## src/rtl/cnt_empty_pkg.sv

```systemverilog
// Shared FIFO pointer helpers and default geometry, used by both read and write sides.
// Latency: n/a (pure functions and constants).
// Backpressure: n/a.
package cnt_empty_pkg;

  // Default pointer width including the wrap bit (depth = 2**(PTR_W_DEF-1))
  localparam int PTR_W_DEF       = 5;
  // Default synchronizer depth for pointers crossing clock domains
  localparam int SYNC_STAGES_DEF = 2;
  // Default almost-empty threshold in entries
  localparam int AE_THRESH_DEF   = 2;
  // Widest pointer the conversion helpers handle; callers zero-extend and truncate
  localparam int PTR_MAX_W       = 32;

  // Binary to reflected Gray code
  function automatic logic [PTR_MAX_W-1:0] bin2gray(input logic [PTR_MAX_W-1:0] b);
    return b ^ (b >> 1);
  endfunction

  // Reflected Gray code to binary: each bit is the XOR of all Gray bits at or above it.
  // Zero-extended inputs convert correctly because leading zeros do not disturb the prefix XOR.
  function automatic logic [PTR_MAX_W-1:0] gray2bin(input logic [PTR_MAX_W-1:0] g);
    logic [PTR_MAX_W-1:0] b;
    b[PTR_MAX_W-1] = g[PTR_MAX_W-1];
    for (int i = PTR_MAX_W - 2; i >= 0; i--) begin
      b[i] = b[i+1] ^ g[i];
    end
    return b;
  endfunction

endpackage

```

## src/rtl/cnt_empty_sync_gray.sv

```systemverilog
// Multi-flop synchronizer for a Gray-coded pointer arriving from another clock domain.
// Latency: SYNC_STAGES clk edges from d to q.
// Backpressure: none; samples every cycle.
module sync_gray #(
  parameter int WIDTH       = 5,
  parameter int SYNC_STAGES = 2   // must be >= 2 for metastability settling
) (
  input  logic             clk,
  input  logic             rst,
  input  logic [WIDTH-1:0] d,
  output logic [WIDTH-1:0] q
);

  logic [WIDTH-1:0] sync_d [SYNC_STAGES];
  logic [WIDTH-1:0] sync_q [SYNC_STAGES];

  // Pure shift wiring: no logic between stages so only single Gray bit changes propagate
  always_comb begin
    sync_d[0] = d;
    for (int i = 1; i < SYNC_STAGES; i++) begin
      sync_d[i] = sync_q[i-1];
    end
  end

  // Synchronizer chain; cleared only by reset, never by a functional clear
  always_ff @(posedge clk) begin
    if (!rst) begin
      for (int i = 0; i < SYNC_STAGES; i++) begin
        sync_q[i] <= '0;
      end
    end else begin
      for (int i = 0; i < SYNC_STAGES; i++) begin
        sync_q[i] <= sync_d[i];
      end
    end
  end

  assign q = sync_q[SYNC_STAGES-1];

endmodule

```

## src/rtl/cnt_empty.sv

```systemverilog
// Read-side pointer/empty logic of an async FIFO: read pointer, Gray pointer, empty/almost-empty, level.
// Latency: read advances pointer next edge; a write is visible SYNC_STAGES+1 edges after wr_gray_async changes.
// Backpressure: reads (en) are dropped while empty=1; clr and reset override reads.
module cnt_empty
  import cnt_empty_pkg::*;
#(
  parameter int WIDTH       = PTR_W_DEF,
  parameter int SYNC_STAGES = SYNC_STAGES_DEF,
  parameter int AE_THRESH   = AE_THRESH_DEF
) (
  input  logic             clk,
  input  logic             rst,
  input  logic             clr,
  input  logic             en,
  input  logic [WIDTH-1:0] wr_gray_async,
  output logic [WIDTH-1:0] rd_bin,
  output logic [WIDTH-1:0] rd_gray,
  output logic             empty,
  output logic             almost_empty,
  output logic [WIDTH-1:0] rd_level
);

  localparam logic [WIDTH-1:0] AE_LIM = WIDTH'(AE_THRESH);

  logic [WIDTH-1:0] wr_gray_sync;
  logic [WIDTH-1:0] wr_bin_sync;
  logic             rd_ok;

  logic [WIDTH-1:0] rd_bin_d,   rd_bin_q;
  logic [WIDTH-1:0] rd_gray_d,  rd_gray_q;
  logic [WIDTH-1:0] rd_level_d, rd_level_q;
  logic             empty_d,    empty_q;
  logic             almost_empty_d, almost_empty_q;

  sync_gray #(
    .WIDTH       (WIDTH),
    .SYNC_STAGES (SYNC_STAGES)
  ) u_sync_gray (
    .clk (clk),
    .rst (rst),
    .d   (wr_gray_async),
    .q   (wr_gray_sync)
  );

  // Next-state pointer and flags; flags derive from the next pointer so they track the read just taken
  always_comb begin
    rd_ok    = en && !empty_q && !clr;
    rd_bin_d = rd_bin_q;
    if (clr) begin
      rd_bin_d = '0;
    end else if (rd_ok) begin
      rd_bin_d = rd_bin_q + WIDTH'(1);
    end
    rd_gray_d      = WIDTH'(bin2gray(PTR_MAX_W'(rd_bin_d)));
    wr_bin_sync    = WIDTH'(gray2bin(PTR_MAX_W'(wr_gray_sync)));
    rd_level_d     = wr_bin_sync - rd_bin_d;
    empty_d        = (rd_gray_d == wr_gray_sync);
    almost_empty_d = empty_d || (rd_level_d <= AE_LIM);
    if (clr) begin
      rd_level_d     = '0;
      empty_d        = 1'b1;
      almost_empty_d = 1'b1;
    end
  end

  // Register pointer and flags; reset beats clr and en
  always_ff @(posedge clk) begin
    if (!rst) begin
      rd_bin_q       <= '0;
      rd_gray_q      <= '0;
      rd_level_q     <= '0;
      empty_q        <= 1'b1;
      almost_empty_q <= 1'b1;
    end else begin
      rd_bin_q       <= rd_bin_d;
      rd_gray_q      <= rd_gray_d;
      rd_level_q     <= rd_level_d;
      empty_q        <= empty_d;
      almost_empty_q <= almost_empty_d;
    end
  end

  assign rd_bin       = rd_bin_q;
  assign rd_gray      = rd_gray_q;
  assign rd_level     = rd_level_q;
  assign empty        = empty_q;
  assign almost_empty = almost_empty_q;

endmodule

```

## config.mk

```make
export PLATFORM = sky130hd
export DESIGN_NAME = cnt_empty
export DESIGN_NICKNAME = d
export VERILOG_FILES = /design/src/rtl/cnt_empty_pkg.sv /design/src/rtl/cnt_empty_sync_gray.sv /design/src/rtl/cnt_empty.sv
export SDC_FILE = /design/constraint.sdc
export NUM_CORES = 1
export LEC_CHECK = 0
export CORE_ASPECT_RATIO = 0.75
export CORE_MARGIN = 2
export CORE_UTILIZATION = 53
export CTS_CLUSTER_DIAMETER = 30
export DETAILED_ROUTE_END_ITERATION = 8
export PLACE_DENSITY = 0.87
export REMOVE_ABC_BUFFERS = 1
export SKIP_CTS_REPAIR_TIMING = 1
export SLEW_MARGIN = 25
export SYNTH_ARGS = -nofsm -noshare
export SYNTH_HDL_FRONTEND = slang
export SYNTH_HIERARCHICAL = 1
export SYNTH_SLANG_ARGS = --single-unit
export TNS_END_PERCENT = 1
```

## constraint.sdc

```tcl
create_clock -name clk -period 7.7 [get_ports clk]
set_input_delay 0.77 -clock clk [delete_from_list [all_inputs] [get_ports clk]]
set_output_delay 0.77 -clock clk [all_outputs]
set_load 0.02 [all_outputs]
```

; Yosys cells after proc, flatten, opt, wreduce, memory -nomap -nowiden
; Memory sizes are Yosys's and may differ from the RTL's.
; Cells that the tools add are included.
[totals]
register_bits = 17
ram_bits = 10
in_bits = 9
output_inout_bits = 17
mem_count = 1
[classes]
addsub = 2
order_cmp = 1
eq_ne = 1
muxes = 6
bitwise = 8
reduce_logical = 6
[mem_list]
columns = name, words, word_bits, read_ports, rd_clocked_by_memory_dff, write_ports, line_no
row1 = u_sync_gray.sync_q, 2, 5, 2, 0, 2, cnt_empty_sync_gray.sv:15  ; logic [WIDTH-1:0] sync_q [SYNC_STAGES];
[ops]
columns = op, count
row1 = 5-bit 2-to-1 mux, 4
row2 = "5-bit by 1-bit adder with 5-bit output, second input constant", 1
row3 = 5-bit equality test, 1
row4 = "5-bit by 2-bit <= comparator with 1-bit output, second input constant", 1
row5 = 5-bit subtractor, 1
row6 = 5-bit by 4-bit XOR with 5-bit output, 1
row7 = 1-bit XOR, 4
row8 = 1-bit logical AND, 2
row9 = 1-bit zero test, 2
row10 = 1-bit 2-to-1 mux, 2
row11 = 1-bit OR, 2
row12 = 2-bit OR reduction, 1
row13 = 1-bit logical OR, 1
row14 = 1-bit inverter, 1

; Longest topological paths before layout
[logic_depth]
word_depth = 8
mapped_depth = 12

; Hierarchy
; Netlist, hierarchy kept.
[modules_own_cells]
columns = module, n_inst, cells_each, area_per_inst_um2, seq_area_each_um2
row1 = cnt_empty, 1, 103, 989.7, 320.3
row2 = sync_gray, 1, 20, 262.8, 200.2

; Worst setup path after synthesis
; No wires, ideal clock.
[synth_timing]
path_type = input-to-reg
startpoint = input en
endpoint = register almost_empty_q, in the netlist almost_empty
setup_ps = 123
arrival_time_ps = 2536
slack_ps = 5041
stages = 11
n_path_buf = 2
cell_sequence = nor2b_4 buf_6 mux2i_1 or2_0 buf_2 fa_1 a21o_1 a21oi_1 xnor2_1 a41oi_1 o21ai_1
[synth_via]
elab_chain_len = 7
[synth_rtl]
columns = item, line_no
row1 = start: declaration, cnt_empty.sv:14  ; input logic en,
row2 = 1-bit logical AND (*) (2 in series), cnt_empty.sv:47  ; rd_ok = en && !empty_q && !clr;
row3 = 5-bit 2-to-1 mux (*), cnt_empty.sv:51  ; end else if (rd_ok) begin
row4 = 5-bit 2-to-1 mux (*), cnt_empty.sv:49  ; if (clr) begin
row5 = 5-bit subtractor / 5-bit by 4-bit XOR with 5-bit output (equally long branches), "cnt_empty.sv:56, cnt_empty_pkg.sv:17"
row6 = 5-bit by 2-bit <= comparator with 1-bit output / 5-bit equality test (equally long branches), "cnt_empty.sv:58, cnt_empty.sv:57"
row7 = 1-bit logical OR (*), cnt_empty.sv:58  ; almost_empty_d = empty_d || (rd_level_d <= AE_LIM);
row8 = end signal: assignment, cnt_empty.sv:79  ; almost_empty_q <= almost_empty_d;
row9 = end: declaration, cnt_empty.sv:33  ; logic almost_empty_d, almost_empty_q;
; Mark *: on every way between the ends. The rest lies on a longest branch, timed or not.
; A chain may end at the register's enable or synchronous reset.

; Worst setup path after layout
; Ends and elaborated chain as after synthesis.

==> impl_metrics.csv <==
group,metric,value,unit
run_status,status,"complete, no violations",
sta,tns,0,ps
synth,synthAdderAreaFrac,0.0659,
floorplanning,die-area,2770,um^2
route,wl,2340,um
floorplanning,die_width,60.1,um
cells_and_area,drive_gt1_frac,0.0811,
grt,grt-ovfl-total,0,
route,wl_per_cell,12.9,um
pwr,power,0.000252,W
route,viasPerCell,5.12,
cells_and_area,layout.nets,164,
worst_hold_path,hp-class,"reg -> reg",
sta,relSlewSlack,0.670,
route,drt_iter0_drc,46,
clock_tree,ctsHtreeMaxLevel,1,
synth,ys_types,40,
floorplanning,rows,15,
placed_design,finalWeightedCongestion,0.864,
clock_tree,numCtsBuffers,3,
pwr,switchingPower,0.0000614,W
setup_path,crit_path_end_kind,"register",
clock_tree,cts_tree,"built",
setup_path,crit_fanout,7,
floorplanning,start_util,0.552,
synth,synth_compound_gate_area_share,0.0999,
clock_tree,clock_sinks,26,
floorplanning,coreArea,2270,um^2
pwr,p_per_area,162,nW/um^2
placed_design,dpl.hpwl,1870,um
route,vias,931,
grt,antenna_found_initial,0,
pwr,power_frac_clock,0.270,
synth,synth_edf_count,0,
placed_design,io_buffers,25,
sta,hold_ws,442,ps
sta,worst_slack,4620,ps
sta,min_period,3080,ps
pwr,switching_share,0.244,
sta,drv_slew,0,
synth,synth.area.mux_share,0.0370,
sta,tightestPinTransition,495,ps
floorplanning,ios,26,
clock_tree,clkTransAtPathRegs,140,ps
sta,hold_viol_final,0,
synth,synth.avg_cell_area,10.2,um^2
synth,ys.flop_type,"dfxtp_1",
grt,grt_max_degree,15,
pwr,power.share.sequential,0.564,
pwr,p_comb_frac,0.166,
synth,seq_area_frac_synth,0.416,
placed_design,dp_worst_setup_slack,4280,ps
clock_tree,clkLatencyLatePin,320,ps
setup_path,worst_setup_path_start_kind,"input port",
setup_path,reg2reg_depth,12,
sta,post-route-period-util,0.400,
route,route.detailed.drc,0,
pwr,ir_drop,0.130,mV
grt,grt_pass1_wl,3750,um
synth,synthSimpleGateAreaFrac,0.224,
worst_hold_path,min_path_cells,1,
grt,track_usage,0.185,
floorplanning,die_h,46.1,um
cells_and_area,utilization,0.684,
synth,ys_warn_count,6,
setup_path,crit_arrival,3310,ps
sta,setup_viol,0,
grt,grt_pass1_vias,902,
sta,fin_skew,11.3,ps
pwr,p_int,0.000191,W
clock_tree,cts-root-buf,"clkbuf_4",
sta,rsz0062_at_grt,"no",
setup_path,critPathKind,"in -> reg",
run,maxCapViolations,0,
pwr,p_leak,0.613,nW
synth,synth_async_sr_flop_share,0,
cells_and_area,syn2layout_area_growth,24.0,%
route,antenna_left,0,
synth,synth_top_family_by_area,"simple AND/OR/NAND/NOR gates",
route,first_pass_iters,4,
setup_path,worstPathRequired,7930,ps
clock_tree,cts_max_path_buffers,2,
synth,synth_xor_area_frac,0.120,
sta,max_freq,0.325,GHz
synth,ys_ff_latch,26,
synth,synth_cells,123,
cells_and_area,diodes,0,
synth,syn_area,1250,um^2
synth_stat cells, drive strengths merged, types with 3 or more instances:
master	instances	area [um^2]
dfxtp	26	521
and2	14	87.6
nor2	13	48.8
xnor2	9	78.8
ha	5	62.6
inv	5	18.8
buf	4	28.8
o21ai	4	20.0
a21o	3	22.5
a21oi	3	15.0
nand2b	3	18.8
xor2	3	26.3
stage by stage:
step / area [um^2] / cells
after floorplan: 1220 / 119
after global placement: 1520 / 178
after detailed placement: 1520 / 178
after CTS: 1550 / 182
after global routing: 1550 / 182
final: 1550 / 182
path summary, 6_finish.rpt:
check / start / end / slack (ps)
setup / recovery: en / almost_empty / 4620
setup reg to reg: u_sync_gray/sync_q[0][9] / almost_empty / 4800
hold / removal: u_sync_gray/sync_q[0][3] / u_sync_gray/sync_q[0][8] / 440
hold reg to reg: u_sync_gray/sync_q[0][3] / u_sync_gray/sync_q[0][8] / 440
worst max-delay path: stages:
cell,delay (ps)
clkdlybuf4s50_1,510
nor2b_4,250
mux2i_1,230
or2_0,430
ha_1,320
a21o_1,170
a21o_1,180
xnor2_1,140
a41oi_1,200
o21ai_1,90
layout by cell type (no fill, tap or decap), types with 2 or more instances in the layout:
master / count
or3_1: 2
ha_1: 5
o21ai_1: 2
clkbuf_4: 3
mux2i_1: 2
o21ai_0: 2
xnor2_1: 9
nand3b_1: 2
a21o_1: 3
xnor3_1: 2
nor2_1: 13
o211ai_2: 2
a21oi_1: 3
clkdlybuf4s50_1: 25
nand2_1: 2
nand2b_1: 3
dfxtp_1: 26
and2_1: 14
xor2_1: 3
inv_1: 5
metal layers:
| layer | up-vias | track usage | wire length (um) |
|---|---|---|---|
| met5 | - | 0 | 0 |
| met4 | 0 | 0.0533 | 35 |
| met3 | 5 | 0.0590 | 138 |
| met2 | 34 | 0.339 | 1160 |
| met1 | 433 | 0.207 | 1010 |
| li1 | 459 | - | - |
cell type report:
class                      count  area (um^2)
multi-input combinational     88          684
sequential                    26          520
clock buffer                   4         36.3
inverter                       5         18.8
timing repair buffer          25          250
tap                           34         42.5
fill                         177          718
state kept, by name, indices dropped and copies added (netlist names):
register,flops
almost_empty,1
u_sync_gray/sync_q,10
empty,1
rd_gray,4
rd_bin,5
rd_level,5
logic make-up (layout without fill, tap and decap cells):
| family | count (synthesis) | in the layout |
|---|---|---|
| AOI/OAI and AO/OA | 17 | 17 |
| xor gates and xnor gates | 14 | 14 |
| adders and majority gates | 6 | 6 |
| buffers and inverters | 9 | 34 |
| DFF | 26 | 26 |
| muxes | 4 | 4 |
| and+or+nand+nor | 47 | 47 |
power by group through the flow:
stage                     Combinational (W)  Sequential [W]   Clock, W
after floorplan                   0.0000231        0.000148          0
after global placement            0.0000405        0.000145          0
after detailed placement          0.0000419        0.000145          0
after CTS                         0.0000421        0.000142  0.0000693
after global routing              0.0000463        0.000143  0.0000739
final                             0.0000417        0.000142  0.0000681
Note: power is estimated with default switching activity, not from simulation.
